### src/rtl/hazard_scoreboard.sv
// hazard_scoreboard: hazard and forwarding controller for an in-order pipeline.
// It keeps a shadow pipeline of destination descriptors, one slot per stage
// after ID (slot 1 = EX ... slot DEPTH = WB). From those slots and the ID
// instruction it produces stall, flush and per-source forward selects.
//
// Optional feature: macro HAZARD_HOLD_EN adds i_hold, a global freeze.
//
// Ports:
//   i_clk, i_rst        clock, asynchronous active-high reset
//   i_id_*              ID instruction descriptor (valid, sources, dest, load)
//   i_br_taken          redirect resolved in slot BR_STAGE
//   i_hold              global freeze (HAZARD_HOLD_EN only)
//   o_stall             hold PC and IF/ID, bubble into EX (combinational)
//   o_flush_if/_id      kill IF/ID content and ID/EX input (combinational)
//   o_fwd_sel_rs1/rs2   0 = register file, k = forward from slot k (combinational)
//   o_stall_cnt         saturating count of stall cycles (registered)
//   o_flush_cnt         saturating count of taken redirects (registered)
module hazard_scoreboard #(
  parameter int unsigned REG_AW   = 5,
  parameter int unsigned DEPTH    = 3,
  parameter int unsigned ALU_RDY  = 1,
  parameter int unsigned LOAD_RDY = 2,
  parameter int unsigned BR_STAGE = 1,
  parameter int unsigned SEL_W    = $clog2(DEPTH + 1)
) (
  input  logic              i_clk,
  input  logic              i_rst,
  input  logic              i_id_vld,
  input  logic [REG_AW-1:0] i_id_rs1_addr,
  input  logic [REG_AW-1:0] i_id_rs2_addr,
  input  logic              i_id_use_rs1,
  input  logic              i_id_use_rs2,
  input  logic [REG_AW-1:0] i_id_rd_addr,
  input  logic              i_id_rd_wren,
  input  logic              i_id_is_load,
  input  logic              i_br_taken,
`ifdef HAZARD_HOLD_EN
  input  logic              i_hold,
`endif
  output logic              o_stall,
  output logic              o_flush_if,
  output logic              o_flush_id,
  output logic [SEL_W-1:0]  o_fwd_sel_rs1,
  output logic [SEL_W-1:0]  o_fwd_sel_rs2,
  output logic [31:0]       o_stall_cnt,
  output logic [31:0]       o_flush_cnt
);

  localparam int ALU_T  = int'(ALU_RDY);
  localparam int LOAD_T = int'(LOAD_RDY);
  localparam int BR_T   = int'(BR_STAGE);
  localparam int DEP_T  = int'(DEPTH);

  // Shadow pipeline slots, index 1 is the youngest (EX).
  logic [DEPTH:1]    slot_vld;
  logic [DEPTH:1]    slot_wren;
  logic [DEPTH:1]    slot_ld;
  logic [REG_AW-1:0] slot_rd [1:DEPTH];

  logic hold;
  logic br;
  logic nr1;
  logic nr2;

  // Youngest-match search per source, readiness, stall and flush.
  always_comb begin
    hold          = 1'b0;
`ifdef HAZARD_HOLD_EN
    hold          = i_hold;
`endif
    br            = i_br_taken & ~hold;
    o_fwd_sel_rs1 = '0;
    o_fwd_sel_rs2 = '0;
    nr1           = 1'b0;
    nr2           = 1'b0;
    // Descending scan so the lowest matching index overwrites older ones.
    for (int k = DEP_T; k >= 1; k--) begin
      if (slot_vld[k] && slot_wren[k] && slot_rd[k] == i_id_rs1_addr &&
          i_id_rs1_addr != '0 && i_id_use_rs1 && i_id_vld) begin
        o_fwd_sel_rs1 = SEL_W'(k);
        nr1           = (k < (slot_ld[k] ? LOAD_T : ALU_T));
      end
      if (slot_vld[k] && slot_wren[k] && slot_rd[k] == i_id_rs2_addr &&
          i_id_rs2_addr != '0 && i_id_use_rs2 && i_id_vld) begin
        o_fwd_sel_rs2 = SEL_W'(k);
        nr2           = (k < (slot_ld[k] ? LOAD_T : ALU_T));
      end
    end
    o_stall    = hold | ((nr1 | nr2) & ~br);
    o_flush_if = br;
    o_flush_id = br;
  end

  // Slot advance and saturating counters; everything freezes under hold.
  always_ff @(posedge i_clk or posedge i_rst) begin
    if (i_rst) begin
      slot_vld    <= '0;
      slot_wren   <= '0;
      slot_ld     <= '0;
      for (int k = 1; k <= DEP_T; k++) slot_rd[k] <= '0;
      o_stall_cnt <= '0;
      o_flush_cnt <= '0;
    end else if (!hold) begin
      for (int k = DEP_T; k >= 2; k--) begin
        // A redirect kills the younger work that sits ahead of the branch.
        slot_vld[k]  <= slot_vld[k-1] & ~(br && (k <= BR_T));
        slot_wren[k] <= slot_wren[k-1];
        slot_ld[k]   <= slot_ld[k-1];
        slot_rd[k]   <= slot_rd[k-1];
      end
      slot_vld[1]  <= i_id_vld & ~o_stall & ~br;
      slot_wren[1] <= i_id_rd_wren;
      slot_ld[1]   <= i_id_is_load;
      slot_rd[1]   <= i_id_rd_addr;
      if (o_stall && o_stall_cnt != 32'hFFFF_FFFF) o_stall_cnt <= o_stall_cnt + 32'd1;
      if (br && o_flush_cnt != 32'hFFFF_FFFF)      o_flush_cnt <= o_flush_cnt + 32'd1;
    end
  end

endmodule

### config.mk
export PLATFORM = sky130hd
export DESIGN_NAME = hazard_scoreboard
export DESIGN_NICKNAME = d
export VERILOG_FILES = /design/src/rtl/hazard_scoreboard.sv
export SDC_FILE = /design/constraint.sdc
export NUM_CORES = 1
export LEC_CHECK = 0
export BUFFER_PORTS_ARGS = -buffer_cell sky130_fd_sc_hd__buf_2
export CORE_AREA = 2 2 96 98
export DETAILED_ROUTE_END_ITERATION = 10
export DIE_AREA = 0 0 98 100
export PLACE_DENSITY = 0.73
export SETUP_SLACK_MARGIN = 0.1
export SLEW_MARGIN = 10
export SYNTH_ARGS = -nofsm -noshare
export SYNTH_HDL_FRONTEND = slang
export SYNTH_SLANG_ARGS = --single-unit
### constraint.sdc
create_clock -name i_clk -period 8.2 [get_ports i_clk]
set_input_delay 1.23 -clock i_clk [delete_from_list [all_inputs] [get_ports i_clk]]
set_output_delay 1.23 -clock i_clk [all_outputs]
set_load 0.01 [all_outputs]
Word-level counts from Yosys, hierarchy flattened
Cells that the tools add are included.
- bits in registers: 88
- bits in latches: 0
- bits in writable memories: 0
- bits in read-only memories: 0
- input bits: 23
- word-level logic and storage cells: 73
- memories: 0
- $add $sub $neg: 2
- multipliers: 0
- div/mod/pow operators: 0
- order comparisons: 3
- equal/unequal tests: 8
- shifts and indexed selects: 0
- mux-type cells: 15
- bitwise operators: 6
- reduce and logical (&&, ||, !) cells: 31
- operator list (kind ; number):
    $add A32 B1 Y32 const B ; 2
    $ne A32 B32 Y1 const B ; 2
    $eq A5 B5 Y1 ; 6
    $logic_and A1 B1 Y1 ; 29
    $mux W2 ; 9
    $reduce_bool A5 Y1 ; 2
    $mux W1 ; 6
    $lt A2 B2 Y1 const A ; 2
    $and A1 B1 Y1 ; 3
    $lt A1 B2 Y1 const A ; 1
    $not A1 Y1 ; 2
    $or A1 B1 Y1 ; 1

Logic depth before layout (Yosys ltp)
Gate-level depths: netlist of the first run.
- depth in word-level cells: 13
- depth in mapped cells: 7
- mapped depth without buffers: 6

Worst setup path after synthesis of the first run
No wires, ideal clock.
- kind: input port to output port
- start: input i_id_rs2_addr[1]
- end: output o_fwd_sel_rs2[1]
- data arrival time: 2.681 ns
- data required time: 6.970 ns
- slack: 4.289 ns
- stages on the path: 5
- cell sequence: or3_1 -> o311a_1 -> nand4_2 -> clkbuf_1 -> a21boi_0
- longest elaborated chain between the ends: 8
- RTL lines (item ; RTL line ; text):
    from (decl) ; 30 ; input logic [REG_AW-1:0] i_id_rs2_addr,
    $eq A5 B5 Y1 ; 83 ; if (slot_vld[k] && slot_wren[k] && slot_rd[k] == i_id_rs2_addr &&
    $logic_and A1 B1 Y1 (2 in series) ; 83 ;
    $logic_and A1 B1 Y1 (2 in series) ; 84 ; i_id_rs2_addr != '0 && i_id_use_rs2 && i_id_vld) begin
    $mux W2 (2 in series) ; 83 ;
    $mux W2 * ; 83 ;
    to (decl) ; 44 ; output logic [SEL_W-1:0] o_fwd_sel_rs2,
Mark *: on every way between the ends. The rest lies on a longest branch, timed or not.

Worst setup path in the final report of the first run
- start: input i_id_rs2_addr[3]
- end: output o_stall
- longest elaborated chain between the ends: 10
- RTL lines (item ; RTL line ; text):
    $eq A5 B5 Y1 ; 83 ;
    $logic_and A1 B1 Y1 (2 in series) ; 83 ;
    $logic_and A1 B1 Y1 (2 in series) ; 84 ;
    $mux W1 (2 in series) ; 83 ;
    $mux W1 * ; 83 ;
    $or A1 B1 Y1 * ; 89 ; o_stall = hold | ((nr1 | nr2) & ~br);
    $and A1 B1 Y1 * ; 89 ;
    to (decl) ; 40 ; output logic o_stall,
Marks and branches as above.

==> flow_summary.toml, run 1 <==
[logic_synthesis]
yosysSeqAreaShare = 0.505
ys_async_sr_fraction = 1.00
synth_edf_count = 0
netlist_instances = 385
synthFlopType = "dfrtp_1"
syn_area_um2 = 4260
ys_ff_latch = 86
syn_nets = 410
syn_area_per_cell_um2 = 11.1
synth.distinct_cells = 47
synth_warnings = 0

[place]
hpwl_mm = 6.67
port_buffers = 93
gp_congestion = 0.946
place_inst = 579

[clocking]
clock_latency_ps = 350
cts_setup_buffers = 0
cts_buffers = 9
cts_resized = 0
hold_buffers = 0
clockBufferDepth = 2
cts_tree = "built"
cts-root-buf = "clkbuf_8"
htree_levels = 3
clk_pin_slew_ps = 80
cts_sinks = 86

[global_route]
grt_antenna_before_repair = 0
first_global_vias = 3175
grt.overflow.total = 0
grtUsageTotal = 0.199
grt_pass1_wl_mm = 15.7
grt_max_degree = 87

[timing]
setup_viol = 0
drv_slew = 0
rsz0062_at_grt = "false"
hold_viol = 0
fmax_ghz = 0.223
finalCritPeriodShare = 0.546
period_needed_ps = 4480
worstMarginPinSlew_ps = 1060
tns_ps = 0
relSlewSlack = 0.296
clock_skew_ps = 12.8

[status]
status = "finished, final reports clean"

[setup_path]
path_class = "primary input to output pin"
cp_max_fo = 34
slowest_stage = "nand4_2"
cp_common_cell = "buf_2"
worstPathRequired_ps = 6970
crit_arrival_ps = 3250
crit_path_end_kind = "output pin"
crit_chain = "buf_2 -> xor2_1 -> nor4_2 -> nand4_2 -> a21oi_1 -> buf_2"
cp_slowest_stage_delay_ps = 750
rrSetupSlack_ps = 5440
critPathLaunchType = "primary input"

[drt]
wl_mm = 9.22
vias = 3258
ant_nets = 0
drc_errors = 0
via_per_inst = 5.48
wl_per_cell_um = 15.5
dr.pass1.iters = 4
drt-initial-drc-count = 143

[floorplan]
start_util = 0.479
die-area_um2 = 9800
rows = 35
core_area_um2 = 8890
die_w_um = 98
die_h_um = 100
num_io_pins = 94

[cells_and_area]
fin_nets = 504
diodes = 0
stdcell_count = 595
drive_gt1_frac = 0.271
syn_to_final_growth_pct = 17.7

[power]
total_power_uw = 871
peakVddDrop_mv = 0.0863
p_leak_uw = 0.00247
p_per_area_nw_per_um2 = 174

[job]
max_cap_violations = 0

[hold_path]
hold_class = "flop to flop"
[cells in the final DEF, fill, tap and decap left out, types with 4 or more instances in the layout]
| cell type | instances |
|---|---|
| a21oi_1 | 6 |
| inv_1 | 11 |
| and4_1 | 7 |
| dfrtp_1 | 86 |
| buf_2 | 93 |
| xor2_1 | 66 |
| nand3_1 | 25 |
| nor3_1 | 6 |
| and3_1 | 7 |
| xnor2_1 | 25 |
| nor2_1 | 18 |
| clkbuf_8 | 9 |
| a211oi_1 | 16 |
| a2111oi_2 | 4 |
| or2_2 | 4 |
| nand4_1 | 18 |
| nor4_1 | 9 |
| nand2_1 | 21 |
| a2111oi_0 | 6 |
[where the power goes]
group / leakage, uW / switching (uW) / internal (uW)
sequential: 0.00111 / 29.9 / 447
clock: 0.0000956 / 154 / 141
combinational: 0.00127 / 51.9 / 46.1
total: 0.00247 / 236 / 635
[final timing paths]
kind,start,endpoint,cells after the start
hold reg to reg,slot_vld[1],slot_vld[2],0
max in group asynchronous,i_rst,o_flush_cnt[0],3
setup reg to reg,slot_rd[13],o_stall_cnt[7],5
hold / removal,slot_vld[1],slot_vld[2],0
min in group asynchronous,i_rst,slot_rd[11],3
setup / recovery,i_id_rs2_addr[3],o_stall,6
[sequential cells by signal, summed over array words and instances, names as in the netlist]
name	flops
o_flush_cnt	32
o_stall_cnt	32
slot_wren	3
slot_rd	15
slot_ld	1
slot_vld	3
[final cells by class]
| type | count | area, um^2 |
|---|---|---|
| multi-input cells | 275 | 2000 |
| repair buffers | 95 | 480 |
| clock inverters | 7 | 72.6 |
| fillers | 815 | 3880 |
| well taps | 111 | 139 |
| inverters | 12 | 46.3 |
| flip-flops and latches | 86 | 2150 |
| clock buffers | 9 | 124 |
[Yosys cell counts, types with 2 or more instances]
cell type	instances	area share
a2111oi_0	6	0.012
a2111oi_1	2	0.0047
a2111oi_2	4	0.014
a211oi_1	16	0.028
a21oi_1	6	0.0071
a41o_1	2	0.0047
and3_1	7	0.010
and4_1	7	0.014
buf_2	4	0.0047
buf_4	2	0.0035
clkbuf_1	5	0.0044
dfrtp_1	86	0.51
ha_1	2	0.0059
inv_1	12	0.011
nand2_1	21	0.019
nand3_1	25	0.029
nand4_1	18	0.026
nand4_2	2	0.0059
nor2_1	18	0.016
nor3_1	6	0.0071
nor3b_1	2	0.0035
nor4_1	9	0.013
o21ai_0	2	0.0024
o311a_1	3	0.0071
or2_2	4	0.0059
or3_1	3	0.0044
or4_4	2	0.0053
xnor2_1	25	0.051
xor2_1	66	0.14
[stage by stage]
step | util | worst slack (ps) | hold slack (ps) | cell area [um^2]
final | 0.564 | 3720 | 373 | 5010
after global routing | 0.564 | 3530 | 384 | 5010
after CTS | 0.564 | 3720 | 373 | 5010
after detailed placement | 0.541 | 3740 | 356 | 4810
after global placement | 0.541 | 3790 | 355 | 4810
after floorplan | - | 4290 | 347 | 4260
[cells by family after synthesis]
group                      count (synthesis)  share of synthesized area
buffers and inverters                     24                     0.0259
DFF                                       86                      0.505
and+or+nand+nor                          134                      0.180
xor gates and xnor gates                  91                      0.187
muxes                                      2                    0.00529
adders and majority gates                  2                    0.00588
AOI/OAI and AO/OA                         46                     0.0899
[critical path, delay by kind of cell]
family          cells  cell delay, ps
compound gates      1             450
buf+inv             2             330
simple gates        2            1050
xor+xnor            1             170
[layer usage]
layer	GRT usage	part of all wire	up-vias
li1	-	-	1575
met5	0	0	-
met2	0.311	0.48	94
met1	0.273	0.45	1578
met3	0.0522	0.063	11
met4	0.0630	0.014	0
Note: power is estimated with default switching activity, not from simulation.
==> run 2: changes to the inputs <==
--- a/config.mk
+++ b/config.mk
@@ -6,10 +6,10 @@
 export NUM_CORES = 1
 export LEC_CHECK = 0
 export BUFFER_PORTS_ARGS = -buffer_cell sky130_fd_sc_hd__buf_2
-export CORE_AREA = 2 2 96 98
+export CORE_AREA = 2 2 97 99
 export DETAILED_ROUTE_END_ITERATION = 10
-export DIE_AREA = 0 0 98 100
-export PLACE_DENSITY = 0.73
+export DIE_AREA = 0 0 99 101
+export PLACE_DENSITY = 0.74
 export SETUP_SLACK_MARGIN = 0.1
 export SLEW_MARGIN = 10
 export SYNTH_ARGS = -nofsm -noshare
==> constraint.sdc (replaced) <==
create_clock -name i_clk -period 3.6 [get_ports i_clk]
set_input_delay 0.54 -clock i_clk [delete_from_list [all_inputs] [get_ports i_clk]]
set_output_delay 0.54 -clock i_clk [all_outputs]
set_load 0.01 [all_outputs]
==> run 2 against run 1 <==
Compared with the run above:
- register-to-register slack worse by 4400 ps
- sequential cell count stayed put
- critical path depth is 1 lower
- cell count is 0.17% higher
- core utilization is 0.33 points lower
- sequential power is 130% higher
- non-clock buffer count is 1 higher
- cell area is 0.40% higher
- hold slack worse by 78 ps
- routed wire length is 0.23% lower
- combinational power is 130% higher
- global-route usage is 0.38 points lower
- largest cell class unchanged
- largest power group unchanged
- highest routed layer unchanged
==> flow_summary.toml, run 2 (synthesized netlist as in run 1, its figures left out) <==
[drt]
wl_mm = 9.20
vias = 3306
dr.pass1.iters = 4
via_per_inst = 5.55
wl_per_cell_um = 15.4
drt-initial-drc-count = 139
drc_errors = 0
ant_nets = 0

[status]
status = "finished, final reports clean"

[cells_and_area]
drive_gt1_frac = 0.272
syn_to_final_growth_pct = 18.1
fin_nets = 505
reg_top3 = "o_flush_cnt x32, o_stall_cnt x32, slot_rd x15"
final_common_cell = "buf_2"
final_cell_mix = "buf_2, dfrtp_1, xor2_1"
fill_cells = 805
diodes = 0

[job]
max_cap_violations = 0

[clocking]
cts_setup_buffers = 0
clock_latency_ps = 350
cts_tree = "built"
hold_buffers = 0
cts_resized = 0
cts_buffers = 9
clk_pin_slew_ps = 80
htree_levels = 3
cts-root-buf = "clkbuf_8"
cts_sinks = 86
clockBufferDepth = 2

[power]
seqPwrFrac = 0.543
switching_power_uw = 533
p_comb_frac = 0.113
pwr-share-clk = 0.344
power_switching_share = 0.266
peakVddDrop_mv = 0.205
p_per_area_nw_per_um2 = 398
p_leak_uw = 0.00248
intPower_uw = 1470

[floorplan]
start_util = 0.474
num_io_pins = 94
die-area_um2 = 10000
die_h_um = 101
die_w_um = 99
rows = 35
core_area_um2 = 8980

[setup_path]
crit_buf_inv = 1
path_class = "flop to output pin"
cp_max_fo = 16
critPathLaunchType = "flop"
slowest_stage = "dfrtp_1"
crit_chain = "xor2_1 -> nor4_2 -> nand4_2 -> a21oi_1 -> buf_2"
crit_path_end_kind = "output pin"
crit_family = "simple AND/OR/NAND/NOR gates"
crit_arrival_ps = 2220
worstPathRequired_ps = 3060
cp_slowest_stage_delay_ps = 450

[timing]
finalCritPeriodShare = 0.767
setup_viol = 0
drv_slew = 0
hold_ws_ps = 295
fmax_ghz = 0.362
tns_ps = 0
clock_skew_ps = 9.58
worstMarginPinSlew_ps = 796
period_needed_ps = 2760
hold_viol = 0
relSlewSlack = 0.470
rsz0062_at_grt = "false"

[global_route]
grt_max_degree = 68
grt.overflow.total = 0
grt_pass1_wl_mm = 15.6
grtUsageTotal = 0.195
first_global_vias = 3268
grt_antenna_before_repair = 0

[place]
gp_congestion = 0.891
port_buffers = 93
hpwl_mm = 6.87

[hold_path]
hold_class = "primary input to flop"
-- run 2: changes by cell type in the layout (fill, tap and decap cells not counted), sizes merged --
cell and change:
inv +1, clkinv -3, clkbuf +1, clkinvlp +1, buf +1
-- run 2: final timing paths --
check / start / end / slack (ps) / depth (start not counted)
max: slot_rd[11] / o_stall / 840 / 5
min: i_id_rd_addr[4] / slot_rd[14] / 300 / 1
max reg2reg: slot_rd[11] / o_stall_cnt[7] / 1000 / 6
min reg2reg: slot_vld[2] / slot_vld[3] / 380 / 0
max in group asynchronous: i_rst / o_stall_cnt[2] / 2490 / 3
min in group asynchronous: i_rst / o_flush_cnt[17] / 340 / 2
-- run 2: worst register-to-register path, stage by stage (launching register included) --
cell and delay [ps]:
dfrtp_1 450, xor2_1 180, nor4_2 290, nand4_2 420, buf_4 380, a2111oi_0 600
xor2_1 140
-- run 2: area by class of cell --
class                           instances  area (um^2)  share of cell area
Sequential cell                        86         2150               0.428
Multi-Input combinational cell        275         2000               0.397
Timing Repair Buffer                   96          488              0.0970
Tap cell                              111          139              0.0276
Clock buffer                           10          138              0.0274
Clock inverter                          6         70.1              0.0139
Inverter                               12         47.5             0.00945
-- run 2: per-stage QoR --
step | util | cells | worst slack, ps | area [um^2] | total power (uW)
global placement | 0.537 | 580 | 921 | 4820 | 1320
global route | 0.560 | 596 | 622 | 5030 | 2100
CTS | 0.560 | 596 | 789 | 5030 | 2030
finish | 0.560 | 596 | 839 | 5030 | 2000
floorplan | - | 385 | 838 | 4260 | 1240
detailed placement | 0.537 | 580 | 729 | 4820 | 1330
-- run 2: per-layer routing --
layer / global-route usage / vias to the layer above / share of wire
met5: 0 / - / 0
met4: 0.0790 / 0 / 0.017
met3: 0.0458 / 16 / 0.060
met2: 0.311 / 99 / 0.49
met1: 0.257 / 1605 / 0.44
li1: - / 1586 / -
-- run 2: power by group through the flow --
stage | logic (uW) | registers (uW) | clock network [uW]
floorplan | 124 | 1110 | 0
global placement | 221 | 1100 | 0
detailed placement | 227 | 1110 | 0
CTS | 228 | 1090 | 713
global route | 254 | 1100 | 753
finish | 225 | 1090 | 689
==> run 3: changes to the inputs <==
--- a/config.mk
+++ b/config.mk
@@ -6,10 +6,10 @@
 export NUM_CORES = 1
 export LEC_CHECK = 0
 export BUFFER_PORTS_ARGS = -buffer_cell sky130_fd_sc_hd__buf_2
-export CORE_AREA = 2 2 97 99
+export CORE_AREA = 2 2 96 98
 export DETAILED_ROUTE_END_ITERATION = 10
-export DIE_AREA = 0 0 99 101
-export PLACE_DENSITY = 0.74
+export DIE_AREA = 0 0 98 100
+export PLACE_DENSITY = 0.73
 export SETUP_SLACK_MARGIN = 0.1
 export SLEW_MARGIN = 10
 export SYNTH_ARGS = -nofsm -noshare
==> constraint.sdc (replaced) <==
create_clock -name i_clk -period 2.75 [get_ports i_clk]
set_input_delay 0.4125 -clock i_clk [delete_from_list [all_inputs] [get_ports i_clk]]
set_output_delay 0.4125 -clock i_clk [all_outputs]
set_load 0.01 [all_outputs]
==> run 3 against run 2 <==
Compared with the run above:
- die area down 2.0%
- largest power group unchanged
- critical endpoint unchanged
- sequential share of layout area is 0.36 points lower
- count of clock-buffer cells in the layout shrank 1
- clock skew about the same
- register-to-register slack worse by 580 ps
- cell count is 0.67% higher
- hold slack lost 190 ps
- clock power increased by 42%
- combinational power increased by 32%
- total power rose by 35%
- global-route usage down 0.36 points
==> flow_summary.toml, run 3 (synthesized netlist as in run 1, its figures left out) <==
[status]
status = "finished, final reports clean"

[timing]
period_needed_ps = 2440
rsz0062_at_grt = "false"
hold_viol = 0
drv_slew = 0
setup_viol = 0
finalCritPeriodShare = 0.887
relSlewSlack = 0.607
tns_ps = 0
clock_skew_ps = 9.21
fmax_ghz = 0.410
worstMarginPinSlew_ps = 575
hold_ws_ps = 103
layout_setup_ws_ps = 310

[power]
power_switching_share = 0.262
intPower_uw = 1990
switching_power_uw = 708
p_leak_uw = 0.00250
p_per_area_nw_per_um2 = 532
peakVddDrop_mv = 0.338
pwr-share-clk = 0.362
seqPwrFrac = 0.528
p_comb_frac = 0.110

[floorplan]
core_area_um2 = 8890
die_h_um = 100
start_util = 0.479
die-area_um2 = 9800
num_io_pins = 94
rows = 35
die_w_um = 98

[setup_path]
rrSetupSlack_ps = 420
worstSetupEndpoint = "o_stall"
worstPathRequired_ps = 2340
path_class = "flop to output pin"
critPathLaunch = "slot_rd[13]"
critPathLaunchType = "flop"
ff2ff_path_depth = 6
worstReg2RegEnd = "o_flush_cnt[18]"
crit_arrival_ps = 2030
crit_path_end_kind = "output pin"
cp_max_fo = 17
rr_startpoint = "o_flush_cnt[0]"

[clocking]
clk_pin_slew_ps = 80
cts_tree = "built"
clockBufferDepth = 2
htree_levels = 3
cts-root-buf = "clkbuf_8"
cts_setup_buffers = 0
hold_buffers = 0
clock_latency_ps = 350
cts_resized = 0
cts_sinks = 86
cts_buffers = 9

[global_route]
grt.overflow.total = 0
first_global_vias = 3070
grtUsageTotal = 0.191
grt_pass1_wl_mm = 15.1
grt_max_degree = 37
grt_antenna_before_repair = 0

[drt]
vias = 3291
via_per_inst = 5.49
wl_mm = 9.08
dr.pass1.iters = 4
drc_errors = 0
drt-initial-drc-count = 172
wl_per_cell_um = 15.1
ant_nets = 0

[place]
place_area_um2 = 4850
port_buffers = 93
hpwl_mm = 6.86
dpl_worst_slack_ps = 446
gp_congestion = 0.940

[hold_path]
hold_class = "primary input to asynchronous set/reset pin"

[cells_and_area]
reg_top3 = "o_flush_cnt x32, o_stall_cnt x32, slot_rd x15"
final_cell_area_um2 = 5070
diodes = 0
fin_nets = 509
final_common_cell = "buf_2"
syn_to_final_growth_pct = 19.1
fill_cells = 770
final_cell_mix = "buf_2, dfrtp_1, xor2_1"
postLayoutCoreUtil = 0.571
drive_gt1_frac = 0.278

[job]
max_cap_violations = 0
run 3: cell count changes in the layout (fill, tap and decap cells not counted), sizes merged:
cell      before  now
clkbuf        10    9
clkinvlp       3    2
buf           96  100
bufinv         1    2
inv           13   12
clkinv         1    3
run 3: worst min path at each step:
stage,from,endpoint,slack [ps],cells past startpoint
4_1_cts,i_rst,o_flush_cnt[20],120,2
6_report,i_rst,o_flush_cnt[19],100,2
3_3_place_gp,slot_wren[1],slot_wren[2],360,0
2_1_floorplan,slot_wren[1],slot_wren[2],350,0
5_1_grt,i_rst,o_flush_cnt[19],120,2
3_5_place_dp,slot_wren[1],slot_wren[2],360,0
run 3: worst max-delay path, cell delays in order (launching register included):
cell,delay [ps]
dfrtp_1,430
xor2_1,170
nor4_2,290
nand4_2,160
buf_4,230
a21oi_1,220
buf_2,180
run 3: layout make-up:
cell class                      count  area, um^2  area share
Sequential cell                    86        2150       0.424
Multi-Input combinational cell    275        2000       0.393
Timing Repair Buffer              100         518       0.102
Tap cell                          111         139      0.0274
Clock buffer                        9         124      0.0244
Clock inverter                      7        97.6      0.0192
Inverter                           12        46.3     0.00913
run 3: metal layers:
| metal | routed length [um] | global-route usage | vias up |
|---|---|---|---|
| met1 | 4190 | 0.272 | 1607 |
| met3 | 561 | 0.0550 | 11 |
| met4 | 106 | 0.0481 | 0 |
| li1 | - | - | 1583 |
| met2 | 4220 | 0.291 | 90 |
| met5 | 0 | 0 | - |
run 3: power by group through the flow:
stage                     sequential (uW)  combinational [uW]  clock (uW)
after floorplan                      1450                 162           0
after global placement               1440                 296           0
after detailed placement             1450                 302           0
after CTS                            1420                 303         997
after global routing                 1440                 336        1060
final                                1420                 297         976
run 3: stage by stage:
step | power (uW) | std cells
4_1_cts | 2720 | 600
3_5_place_dp | 1750 | 584
3_3_place_gp | 1740 | 584
5_1_grt | 2830 | 600
2_1_floorplan | 1620 | 385
6_report | 2700 | 600
